File: config.mk
export PLATFORM = sky130hd
export DESIGN_NAME = reg_scoreboard
export DESIGN_NICKNAME = d
export VERILOG_FILES = /design/src/rtl/reg_scoreboard.sv
export SDC_FILE = /design/constraint.sdc
export NUM_CORES = 1
export LEC_CHECK = 0
export ABC_AREA = 1
export CAP_MARGIN = 40
export CORE_MARGIN = 2
export CORE_UTILIZATION = 55
export DETAILED_ROUTE_END_ITERATION = 10
export GPL_TIMING_DRIVEN = 0
export HOLD_SLACK_MARGIN = 0.08
export PLACE_DENSITY = 0.75
export SYNTH_ARGS = -nofsm -noshare
export SYNTH_HDL_FRONTEND = slang
export SYNTH_SLANG_ARGS = --single-unit
File: constraint.sdc
create_clock -name clk -period 7.4 [get_ports clk]
set_clock_uncertainty 0.15 [all_clocks]
set_input_delay 1.48 -clock clk [delete_from_list [all_inputs] [get_ports clk]]
set_output_delay 1.48 -clock clk [all_outputs]
set_load 0.05 [all_outputs]
File: src/rtl/reg_scoreboard.sv
// Register scoreboard: per-register pending-write counters for decode-stage hazard checks.
// Optional macro SCB_WB_BYPASS_EN lets a same-cycle final release clear the query outputs.
module reg_scoreboard #(
    parameter int NREG   = 16,
    parameter int W_NAME = 4,
    parameter int CNT_W  = 2
) (
    input  logic              clk,
    input  logic              rst,
    input  logic [W_NAME-1:0] rd_name_i,
    input  logic [W_NAME-1:0] rs_name_i,
    output logic              rd_reserved_o,
    output logic              rs_reserved_o,
    input  logic              reserve_i,
    input  logic [W_NAME-1:0] reserve_name_i,
    input  logic              release_i,
    input  logic [W_NAME-1:0] release_name_i,
    input  logic              flush_i,
    output logic              full_o,
    output logic              idle_o,
    output logic              err_o
);

    localparam logic [CNT_W-1:0] CNT_MAX = '1;
    localparam logic [CNT_W-1:0] CNT_ONE = CNT_W'(1);

    logic [CNT_W-1:0] cnt [NREG];
    logic             err_q;
    logic             same_name;
    logic             rel_ok;
    logic             res_ok;
    logic             proto_err;
    logic [NREG-1:0]  inc_vec;
    logic [NREG-1:0]  dec_vec;
    logic             rd_fwd;
    logic             rs_fwd;

    // A full reserve is still legal when the same register is released in that cycle.
    always_comb begin
        full_o    = (cnt[reserve_name_i] == CNT_MAX);
        same_name = reserve_i && release_i && (reserve_name_i == release_name_i);
        rel_ok    = release_i && (cnt[release_name_i] != '0);
        res_ok    = reserve_i && (!full_o || (same_name && rel_ok));
        proto_err = (reserve_i && !res_ok) || (release_i && !rel_ok);
        inc_vec   = '0;
        dec_vec   = '0;
        for (int i = 0; i < NREG; i++) begin
            inc_vec[i] = res_ok && (reserve_name_i == W_NAME'(i));
            dec_vec[i] = rel_ok && (release_name_i == W_NAME'(i));
        end
    end

    always_ff @(posedge clk) begin
        if (rst) begin
            for (int i = 0; i < NREG; i++) begin
                cnt[i] <= '0;
            end
            err_q <= 1'b0;
        end else if (flush_i) begin
            for (int i = 0; i < NREG; i++) begin
                cnt[i] <= '0;
            end
        end else begin
            if (proto_err) begin
                err_q <= 1'b1;
            end
            for (int i = 0; i < NREG; i++) begin
                if (inc_vec[i] && !dec_vec[i]) begin
                    cnt[i] <= cnt[i] + CNT_ONE;
                end else if (dec_vec[i] && !inc_vec[i]) begin
                    cnt[i] <= cnt[i] - CNT_ONE;
                end
            end
        end
    end

`ifdef SCB_WB_BYPASS_EN
    // The last outstanding write retiring this cycle forwards, so the operand is no longer a hazard.
    always_comb begin
        rd_fwd = release_i && (release_name_i == rd_name_i) && (cnt[rd_name_i] == CNT_ONE);
        rs_fwd = release_i && (release_name_i == rs_name_i) && (cnt[rs_name_i] == CNT_ONE);
    end
`else
    assign rd_fwd = 1'b0;
    assign rs_fwd = 1'b0;
`endif

    always_comb begin
        rd_reserved_o = (cnt[rd_name_i] != '0) && !rd_fwd;
        rs_reserved_o = (cnt[rs_name_i] != '0) && !rs_fwd;
        idle_o        = 1'b1;
        for (int i = 0; i < NREG; i++) begin
            if (cnt[i] != '0) begin
                idle_o = 1'b0;
            end
        end
    end

    assign err_o = err_q;

endmodule

# After elaboration in Yosys (flattened, before gate mapping)
# Memory sizes are Yosys's and may differ from the RTL's.
# Cells that the tools add are included.
[totals]
reg_bits = 1
ram_bits = 32
inputBits = 21
output_inout_bits = 5
wordCells = 458
memories = 1
[classes]
addsub = 32
n_eq_ne = 32
muxes = 213
n_bitwise = 49
reduce_logical = 130
[memory_table]
columns = ["name", "words", "word_bits", "rd", "rd_clocked_by_memory_dff", "write_ports", "line_no", "source"]
rows = [
  ["cnt", 16, 2, 20, 0, 16, "27", "logic [CNT_W-1:0] cnt [NREG];"],
]
[op_table]
columns = ["operator", "count"]
rows = [
  ["$mux 1", 165],
  ["$mux 2", 48],
  ["$logic_and 1x1->1", 71],
  ["$eq 4x4->1 const B", 16],
  ["$or 1x1->1", 48],
  ["$reduce_bool 2->1", 19],
  ["$logic_not 1->1", 35],
  ["$add 2x1->2 const B", 16],
  ["$eq 4x3->1 const B", 8],
  ["$sub 2x1->2 const B", 16],
  ["$eq 4x2->1 const B", 4],
  ["$eq 4x1->1 const B", 2],
  ["$logic_not 4->1", 2],
  ["$eq 4x4->1", 1],
  ["$eq 2x2->1 const B", 1],
  ["$logic_or 1x1->1", 2],
  ["$reduce_and 2->1", 1],
  ["$not 1->1", 1],
]

# Depth between registers and ports, before layout
# Gate-level depths: netlist of the first run.
# An unclocked memory read counts as a cell.
[logic_depth]
depth_word = 18
mapped_depth = 20
depth_no_buf = 18

# Worst setup path before layout of the first run
# OpenSTA, ideal clock, no wires.
[synth_timing]
path_kind = "input to output"
startpoint = "in reserve_name_i[0]"
endpoint = "out full_o"
t_arrival_ns = 2.699
required_ns = 5.770
slack_ns = 3.071
cell_stages = 8
n_path_buf = 1
path_cell_list = "buf_4 -> nor2_2 -> nand2_1 -> nand4_1 -> nand2_1 -> nand2_1 -> nor2_1 -> nor2_2"
[synth_between]
elab_chain_len = 2
[synth_rtl]
columns = ["item", "line_no", "source"]
rows = [
  ["start: declaration", "15", "input logic [W_NAME-1:0] reserve_name_i,"],
  ["$mem_v2 16x2", "--", ""],
  ["$eq 2x2->1", "40", "full_o = (cnt[reserve_name_i] == CNT_MAX);"],
  ["end: declaration", "19", "output logic full_o,"],
]
# No other way between the ends.

# Worst setup path after layout of the first run
[layout_timing]
startpoint = "in reserve_name_i[1]"
endpoint = "out full_o"
# The elaborated chain is that of the path after synthesis.

==> metrics.cfg, run 1 <==
[yosys]
avgSynthCellArea_sq_um=6.05
ys_top_cells_by_count=nand2_1, nor2_1, inv_1
synth.mux.area_fraction_pct=0.556
netlist_area_sq_um=3600
synth_ff_type=edfxtp_1
synth-xor-area-share_pct=0.730
seq_area_frac_synth_pct=27.2
synth.distinct_cells=30
synth-simple-area-share_pct=47.4
synth_top_area_cell=edfxtp_1
synth_edf_count=32
synthAdderAreaFrac_pct=3.47
synth.most_common_cell=nand2_1
yosys_warnings=0
synth_top_family_by_area=simple AND/OR/NAND/NOR gates
syn_nets=626
synthTopCellsByArea=edfxtp_1, nand2_1, nand3_1, nor2_1, inv_1
synth_top_area_share_pct=26.7
synth_compound_area_share_pct=10.5
netlist_instances=595
async_flop_share_pct=0
synth_seq_cells=33

[route]
wl_per_cell_um=17.2
drt_iter0_markers=448
routed_wl_um=12100
vias=4154
via_per_inst=5.92
drt-pass1-iter-count=6
antenna_left=0
route.detailed.drc=0

[sta]
worstMarginPinSlew_ns=0.729
hold_viol=0
period_minus_slack_ns=5.68
setup_viol=0
finalCritPeriodShare_pct=76.7
slew_headroom_pct=51.4
fmax_ghz=0.176
setup_slack_ns=1.72
rsz0062_at_grt=no
tns_ns=0
drv_slew=0

[global_route]
overflow=0
grt.total_usage_pct=34.2
grt_pass1_wl_um=19100
grt_pass1_vias=3690
antenna_found_initial=0
grt_max_degree=12

[place]
dp_hpwl_um=9320
gp_congestion=0.988
dp_worst_setup_slack_ns=1.79
io_buffers=22
dp.cells=694

[worst_setup_path]
cp_max_fo=10
r2r_setup_slack_ns=4.73
cp.arrival_ns=4.05
required_ns=5.77
r2r-start=cnt[11][0]
critPathCapture=full_o
r2r_cells=13
critPathCaptureType=output port
start_kind=input pin
rr_endpoint=cnt[6][0]
crit_start=reserve_name_i[1]
critical_path_class=input pin to output port

[run]
drv_cap=0

[floorplan]
dieWidth_um=84.9
rows=29
die_area_sq_um=7210
io-pin-count=26
start_util_pct=56.7
coreArea_sq_um=6350
die_h_um=84.9

[clock_network]
clk_path_buf_depth=2
clock-sinks=33
root_buffer=clkbuf_8
clkTransAtPathRegs_ns=0.08
holdBufCountCts=0
cts_setup_buffers=0
cts_tree=built
htree_levels=2
clk_latency_ns=0.30
cts_resized=0
cts_made_buffers=5

[final_layout]
syn2layout_area_growth_pct=11.8
final_core_util_pct=63.4
drive_above_1_share_pct=7.36
diodes=0
stdcell_count=702
nets=655

[hold_path]
worstHoldStart=err_o
hold_class=flop to flop

[power]
ir_drop_mv=0.109
powerDensity_nw_per_um2=140
p_leak_nw=1.81

[status]
outcome=finished, final reports clean

-- cell families after synthesis --
kind of cell	count (synthesis)
AO/OA/AOI/OAI	71
XOR/XNOR	3
adder cells (fa/ha/maj)	10
buffers and inverters	88
flip-flops	33
multiplexers	2
AND/OR/NAND/NOR	388
-- layout by cell type, fill, tap and decap left out, types with 2 or more instances in the layout --
cell / netlist / layout
edfxtp_1: 32 / 32
nand3b_1: 7 / 7
nand4_1: 16 / 16
a21oi_1: 24 / 24
nand3_1: 57 / 57
buf_4: 5 / 5
nor4_1: 2 / 2
buf_6: 2 / 2
nand2_1: 213 / 213
o21ai_0: 32 / 32
o211ai_1: 3 / 3
clkbuf_1: 9 / 9
nor2_1: 63 / 63
clkdlybuf4s50_1: 0 / 22
xor2_1: 3 / 3
mux2i_1: 2 / 2
inv_1: 61 / 61
nand2_2: 4 / 4
inv_2: 9 / 9
a32o_1: 2 / 2
nor2_2: 6 / 6
clkbuf_8: 0 / 5
nand3_2: 9 / 9
nor3_1: 9 / 9
o21ai_1: 9 / 9
ha_1: 10 / 10
clkinv_1: 1 / 2
-- cell type report --
cell class	count	area (sq um)
buffer	17	98.8
clock inverter	3	41.3
fill	624	2320
clock buffer	5	68.8
sequential	33	981
timing repair buffer	22	220
inverter	71	267
tap	77	96.3
multi-input combinational	474	2250
-- metal layers --
layer	share of wire, %	wire, um	vias up	global-route usage [%]
met5	0	0	-	0
met4	3.2	391	0	11.8
met3	11	1320	32	6.42
met2	46	5560	252	56.8
met1	40	4820	1859	44.8
li1	-	-	2011	-
-- metrics by stage --
stage                     hold WS [ns]  cell area [sq um]  power [W]
after floorplan                  0.421               3600   0.000331
after global placement           0.311               3920   0.000385
after detailed placement         0.316               3920   0.000387
after CTS                        0.334               4030   0.000561
after global routing             0.399               4030   0.000587
final                            0.330               4030   0.000565
-- flip-flops by register name, summed over array words and instances (netlist names) --
register,cells
cnt,32
err_o,1
-- worst min path at each step --
stage	cells past startpoint	end	slack, ns
after global routing	2	err_o	0.40
after CTS	2	err_o	0.33
final	2	err_o	0.33
after detailed placement	2	err_o	0.32
after floorplan	1	cnt[9][0]	0.42
after global placement	2	err_o	0.31
-- where the power goes --
part           internal, W  total [W]  switching [W]
combinational    0.0000511   0.000159       0.000108
sequential        0.000216   0.000230      0.0000140
clock            0.0000992   0.000177      0.0000774
-- worst max-delay path, cell delays in order --
cell	delay, ns
clkdlybuf4s50_1	0.60
inv_2	0.16
nor2_4	0.28
a21oi_1	0.15
nand2_1	0.11
nand2_1	0.06
nand2_1	0.08
nor2_1	0.05
nor2_2	0.22
clkdlybuf4s50_1	0.85
Power figures use the tool's default switching activity.
==> inputs of run 2 (changes only) <==
- CORE_UTILIZATION: 55 -> 54
- PLACE_DENSITY: 0.75 -> 0.77
- clock period: 7.4 -> 4.6 ns (I/O delays scaled with it)
==> run 2 against run 1 <==
Against the previous run: via count grew 1.8%; power grew 52%; die area grew 1.8%; combinational power grew 63%; clock power grew 30%; sequential power grew 60%; core utilization shrank 0.69 points; first-iteration DRC count grew 3.6%; wire length grew 1.3%; setup slack lost 1.5 ns.
==> metrics.cfg, run 2 (same netlist as run 1, synthesis figures left out) <==
[global_route]
grt.total_usage_pct=34.0
grt_pass1_vias=3883
overflow=0
antenna_found_initial=0
grt_max_degree=12
grt_pass1_wl_um=19400

[worst_setup_path]
critical_path_class=input pin to output port
critPathCaptureType=output port
r2r-start=cnt[10][0]
start_kind=input pin
cp.arrival_ns=3.31
cp_max_fo=10
crit_start=rd_name_i[0]
required_ns=3.53
r2r_setup_slack_ns=2.01

[place]
io_buffers=22
gp_congestion=1.03
dp.cells=694
dp_hpwl_um=9450

[sta]
drv_slew=0
worstMarginPinSlew_ns=0.684
finalCritPeriodShare_pct=95.1
rsz0062_at_grt=no
tns_ns=0
hold_viol=0
slew_headroom_pct=54.4
period_minus_slack_ns=4.38
setup_viol=0
fmax_ghz=0.229

[final_layout]
drive_above_1_share_pct=7.52
stdcell_count=702
seq_area_sq_um=981
top_register=cnt
syn2layout_area_growth_pct=11.3
fill_cells=653
largest_register_ffs=32
final_common_cell=nand2_1
final_core_util_pct=62.7
nets=655
diodes=0
multi_input_area_sq_um=2250
layout_common_cells=nand2_1, nor2_1, inv_1

[clock_network]
cts_tree=built
clk_path_buf_depth=2
cts_made_buffers=5
root_buffer=clkbuf_8
clk_latency_ns=0.30
holdBufCountCts=0
htree_levels=2
clkTransAtPathRegs_ns=0.08
clock-sinks=33

[power]
netSwitchingFraction_pct=37.7
ir_drop_mv=0.152
powerDensity_nw_per_um2=214
seqPwrFrac_pct=43.0
internal_power_w=0.000534
p_sw_w=0.000324
combPwrFrac_pct=30.2
power_frac_clock_pct=26.9
p_leak_nw=1.82

[floorplan]
die_area_sq_um=7340
rows=29
io-pin-count=26
dieWidth_um=85.7
start_util_pct=56.4
die_h_um=85.7
coreArea_sq_um=6390

[run]
drv_cap=0

[route]
vias=4230
via_per_inst=6.03
antenna_left=0
routed_wl_um=12300
drt-pass1-iter-count=5
drt_iter0_markers=464
route.detailed.drc=0
wl_per_cell_um=17.5

[hold_path]
worstHoldStart=err_o
hold_class=flop to flop

[status]
outcome=finished, final reports clean

## run 2: changes by cell type in the layout (fill, tap and decap cells not counted)
cell             previous run  this run
bufinv_16                   1         0
clkdlybuf4s50_1            22        21
clkinv_1                    2         1
clkinv_2                    0         2
dlymetal6s2s_1              0         1
## run 2: worst paths after layout
kind              cells after the start            end
setup / recovery                      8  rd_reserved_o
hold / removal                        2          err_o
setup reg to reg                     14      cnt[6][1]
hold reg to reg                       2          err_o
## run 2: what timing repair did
item | CTS | global route
setup endpoints to repair | 0 | 1
setup buffers | 0 | 0
resized for setup | 0 | 1
## run 2: power by group through the flow
stage	Clock [W]	Combinational, W	Sequential (W)
floorplan	0	0.000164	0.000369
global placement	0	0.000245	0.000374
detailed placement	0	0.000249	0.000374
CTS	0.000228	0.000251	0.000368
global route	0.000236	0.000281	0.000371
finish	0.000230	0.000259	0.000369
## run 2: area by class of cell
type,count,share of cell area [%]
timing repair buffer,22,5.56
inverter,71,6.65
clock inverter,3,0.437
buffer,17,2.47
sequential,33,24.5
multi-input combinational,474,56.3
clock buffer,5,1.72
tap,77,2.40
## run 2: worst max-delay path, stage by stage
cell	delay, ns
clkdlybuf4s50_1	0.62
clkbuf_1	0.32
o21ai_0	0.13
o21ai_0	0.10
nand2_1	0.07
a21oi_1	0.18
a32o_1	0.16
clkdlybuf4s50_1	0.81
## run 2: metrics by stage
stage | total power, W | instance area [sq um] | setup slack [ns] | hold slack, ns
after floorplan | 0.000533 | 3600 | 1.17 | 0.421
after global placement | 0.000619 | 3920 | 0.134 | 0.320
after detailed placement | 0.000623 | 3920 | 0.132 | 0.319
after CTS | 0.000846 | 4000 | 0.121 | 0.338
after global routing | 0.000887 | 4010 | 0.0285 | 0.437
final | 0.000858 | 4010 | 0.225 | 0.334
## run 2: layer usage
metal | wire [um] | track usage, %
met5 | 0 | 0
met4 | 607 | 17.5
met3 | 1360 | 5.20
met2 | 5210 | 52.6
met1 | 5070 | 46.0
==> patch 1, RTL diff (flow settings as in run 2) <==
The parameter `W_NAME` goes from 4 to 6.
--- a/src/rtl/reg_scoreboard.sv
+++ b/src/rtl/reg_scoreboard.sv
@@ -2,7 +2,7 @@
 // Optional macro SCB_WB_BYPASS_EN lets a same-cycle final release clear the query outputs.
 module reg_scoreboard #(
     parameter int NREG   = 16,
-    parameter int W_NAME = 4,
+    parameter int W_NAME = 6,
     parameter int CNT_W  = 2
 ) (
     input  logic              clk,
Interface: changed (resized rd_name_i, release_name_i, reserve_name_i and rs_name_i); port bits go from 26 to 34. The function was not compared with the original's and may differ.
==> patch 1 against run 2 <==
Non-clock buffer count rose by 4; critical path depth did not move; cell area rose by 6.2%; first-iteration DRC count fell by 7.1%; utilization fell by 0.083 points; setup slack improved by 0.079 ns; largest cell class unchanged; synthesized area rose by 4.9%; total power fell by 2.3%; clock power fell by 4%; synthesized cell count rose by 0.17%; critical path type unchanged; sequential power fell by 2%; highest routed layer unchanged; wire length fell by 2.7%; sequential cell count did not move.
==> patch 1: results (changes against run 2) <==
Run status
  – Outcome: complete, no violations

Layout
  – Multi-input logic area: 0.002429 mm2 (+7.7%)
  – Nets: 669 (+2.1%)
  – Share of layout cells above drive strength 1: 0.06973 (-0.005469)
  – Non-clock buffers: 43 (+10%)
  – #MultiIn Comb: 480 (+1.3%)
  – Number of clock buffers in the layout: 6 (+1)
  – Fin cells: 727 (+3.6%)
  – Layout fillers: 675 (+3.4%)
  – Non-clk invs: 67 (-5.6%)
  – Sequential cell count: 33 (unchanged)
  – Multi-input combinational area share: 0.5705 (+0.007774)

CTS
  – Post-CTS sizing: 0 (unchanged)
  – Postcts setup bufs: 0 (unchanged)
  – Clock Tree Buf Depth: 2 (unchanged)

Global routing
  – Pin count of the biggest net entering global routing: 11 (-1)
  – Met2 Track Usage GR: 0.5296 (+0.004046)
  – Met3 Usage GRT: 0.04053 (-0.01145)
  – GRT Total Usage: 0.3220 (-0.01778)
  – Vias in the first global route: 3819 (-1.6%)
  – First-pass GRT wire length: 18760 um (-3.3%)

Yosys
  – Mapped Nets: 635 (+1.4%)
  – Post-synthesis cell count: 596 (+0.17%)
  – Top cells by area, synth: edfxtp_1 (25%), nand2_1 (21%), nor2_1 (7.4%)
  – Netlist cell types: 37 (+23%)
  – Sequential fraction of the synthesis area: 0.2598 (-0.01264)
  – Top cells by count, synth: nand2_1 (216), nor2_1 (74), inv_1 (61), nand3_1 (39), o21ai_0 (33)

Placement
  – Routability Congestion: 0.9921 (-3.4%)
  – Port bufs: 27 (+23%)
  – Place WS: 0.09096 ns (-0.04084 ns)
  – Dpl hpwl: 9373 um (-0.78%)
  – Placed insts: 719 (+3.6%)
  – Post-DP Area: 0.004167 mm2 (+6.4%)

Drt
  – WL met3: 952 um (-30%)
  – M1 WL: 4977 um (-1.8%)
  – Met2 routed wirelength: 5532 um (+6.2%)
  – Drt total wl: 11920 um (-2.7%)
  – 1st-iter DRT viols: 431 (-7.1%)
  – Drt pass-1 iters: 6 (+1)

Pwr
  – LEAKAGE: 2.034 nW (+12%)
  – Worst vdd ir: 0.1329 mV (-12%)
  – Switch share: 0.3557 (-0.02159)
  – Switching pwr: 0.2983 mW (-7.9%)
  – Power in sequential cells: 0.363 mW (-2%)
  – Logic gate share of total power: 0.303 (about the same)

Worst setup path
  – Reg2reg setup slack: 2.09 ns (+0.08 ns)

STA
  – Worst-Margin Slew: 0.6121 ns (-0.07209 ns)
  – Tmin final: 4.297 ns (-0.07852 ns)
==> patch 1: logic make-up (layout without fill, tap and decap cells) <==
logic type	Yosys count	in the layout	synth area share
buf+inv	83	118	0.09775
fa+ha+maj	10	10	0.03313
xor+xnor	4	4	0.009279
mux	9	9	0.02386
flops	33	33	0.2598
simple gates	387	387	0.4752
compound gates	70	70	0.1011
==> patch 1: worst paths after layout <==
path	startpoint	endpoint	cells after the start
hold reg to reg	err_o$_SDFFE_PP0P_	err_o$_SDFFE_PP0P_	2
hold / removal	err_o$_SDFFE_PP0P_	err_o$_SDFFE_PP0P_	2
setup reg to reg	cnt[5][1]$_SDFFCE_PN0P_	cnt[3][0]$_SDFFCE_PN0P_	13
setup / recovery	rd_name_i[0]	rd_reserved_o	8
==> patch 1: critical path: stages <==
cell,delay [ns]
clkdlybuf4s50_1,0.61
clkbuf_1,0.30
o21ai_0,0.13
o21ai_0,0.10
nand2_1,0.08
a21oi_1,0.15
a32o_1,0.14
clkdlybuf4s50_1,0.79
==> patch 2, RTL diff (settings of run 2) <==
Made on the original files. Register the output `err_o` once more, without a reset; this adds one clock of latency there. The other outputs are not delayed to match.
--- a/src/rtl/reg_scoreboard.sv
+++ b/src/rtl/reg_scoreboard.sv
@@ -96,7 +96,9 @@
         end
     end
 
-    assign err_o = err_q;
+    always_ff @(posedge clk) begin
+        err_o <= err_q;
+    end
 
 endmodule
 
Behaviour: not the same (Yosys sat finds a counterexample within 4 cycles, from zero or initial values and one cycle with rst high).
==> patch 2 against run 2 <==
Hold slack worse by 0.13 ns; final cell count is 1.7% higher; synthesized area is 4.3% higher; utilization is 1.0 points lower; setup slack worse by 0.061 ns; sequential share of layout area is 0.47 points lower; sequential cell count is 1 higher; register-to-register slack better by 0.07 ns; total power is 1.2% higher; wire length is 0.91% higher; cell area is 4.0% higher; largest cell class unchanged.
==> patch 2: results (changes against run 2) <==
Run status
  – Outcome: complete, no violations

Worst setup path
  – Max incr delay on CP: 0.79 ns (-0.02 ns)
  – Worst EP arrival: 3.37 ns (+0.06 ns)

Global routing
  – Vias in the first global route: 3697 (-4.8%)
  – First-pass GRT wire length: 18980 um (-2.1%)
  – GRT Total Usage: 0.3295 (-0.01028)
  – Pin count of the biggest net entering global routing: 11 (-1)

Placement
  – Routability Congestion: 0.9947 (-3.2%)
  – Placed insts: 707 (+1.9%)
  – Post-DP Area: 0.004088 mm2 (+4.3%)
  – Dpl hpwl: 9446 um (about the same)
  – Port bufs: 23 (+4.5%)
  – Place WS: 0.07573 ns (-0.05606 ns)

Layout
  – Syn-to-layout area delta: 10.92%
  – Nets: 665 (+1.5%)
  – Layout fillers: 688 (+5.4%)
  – Share of layout cells above drive strength 1: 0.08044 (+0.005242)

Yosys
  – Mapped Nets: 635 (+1.4%)
  – Number of enable flip-flop cells after synthesis: 32 (unchanged)
  – Top cells by count, synth: nand2_1 (216), inv_1 (67), nand3_1 (59), nor2_1 (59), edfxtp_1 (32)
  – Netlist cell types: 37 (+23%)
  – Synth Warn #: 0 (unchanged)
  – Top cells by area, synth: edfxtp_1 (26%), nand2_1 (22%), nand3_1 (7.9%)
  – Sequential fraction of the synthesis area: 0.2664 (-0.006011)
  – Syn avg cell area: 6.221 um2 (+2.8%)

Drt
  – Drt pass-1 iters: 8 (+3)
  – Via count: 4225 (-0.12%)
  – Via density: 5.917 (-1.8%)
  – 1st-iter DRT viols: 637 (+37%)
  – Routed length per instance: 17.31 um (-0.79%)

Pwr
  – Switch share: 0.3650 (-0.01226)
  – Power in sequential cells: 0.380 mW (+3%)
  – Switching pwr: 0.3170 mW (-2.1%)
  – Logic gate share of total power: 0.310 (+0.008)
  – LEAKAGE: 1.931 nW (+6.0%)
  – Worst vdd ir: 0.1089 mV (-28%)

STA
  – Worst-Margin Slew: 0.7306 ns (+0.04645 ns)

CTS
  – Clk_lat worst skew: 0.30 ns (about the same)
  – Clock Tree Buf Depth: 2 (unchanged)
-- patch 2: changes by cell type after synthesis, moves of 4 or more --
cell,run 2,this run
nand3_2,9,0
nand4_1,16,22
inv_2,9,3
nand2_2,4,8
nor2_4,1,6
o21ai_1,9,5
buf_4,5,1
nor2_1,63,59
nand3b_1,7,13
inv_1,61,67
nor3_2,0,7
nor3_1,9,2
-- patch 2: timing repair --
item | in CTS | in global routing
setup endpoints to repair | 0 | 1
resized for setup | 0 | 2
hold buffers | 0 | 0
-- patch 2: cells by family (layout without fill, tap and decap cells) --
family | count (synthesis) | after routing | synth area share
AO/OA/AOI/OAI | 67 | 67 | 0.09691
adder cells (fa/ha/maj) | 10 | 10 | 0.03330
XOR/XNOR | 5 | 5 | 0.01165
flip-flops | 34 | 34 | 0.2664
AND/OR/NAND/NOR | 401 | 401 | 0.4922
buffers and inverters | 87 | 117 | 0.09956
-- patch 2: layer usage --
metal / GRT usage / share of wire / up-vias
met4: 0.09371 / 0.021 / 0
met1: 0.4589 / 0.41 / 1897
li1: - / - / 2044
met2: 0.5289 / 0.45 / 261
met3: 0.05024 / 0.12 / 23
met5: 0 / 0 / -
-- patch 2: area by class of cell --
type	instances	area share
Clock buffer	7	0.01831
Multi-Input combinational cell	483	0.5716
Tap cell	80	0.02402
Timing Repair Buffer	23	0.05584
Buffer	16	0.02612
Inverter	71	0.06394
Sequential cell	34	0.2402
-- patch 2: worst paths after layout --
check	cells after the start	start	to	slack, ns
max	8	rd_name_i[0]	rd_reserved_o	0.16
min	0	err_q$_SDFFE_PP0P_	err_o$_DFF_P_	0.21
max reg2reg	14	cnt[5][0]$_SDFFCE_PN0P_	cnt[5][1]$_SDFFCE_PN0P_	2.08
min reg2reg	0	err_q$_SDFFE_PP0P_	err_o$_DFF_P_	0.21
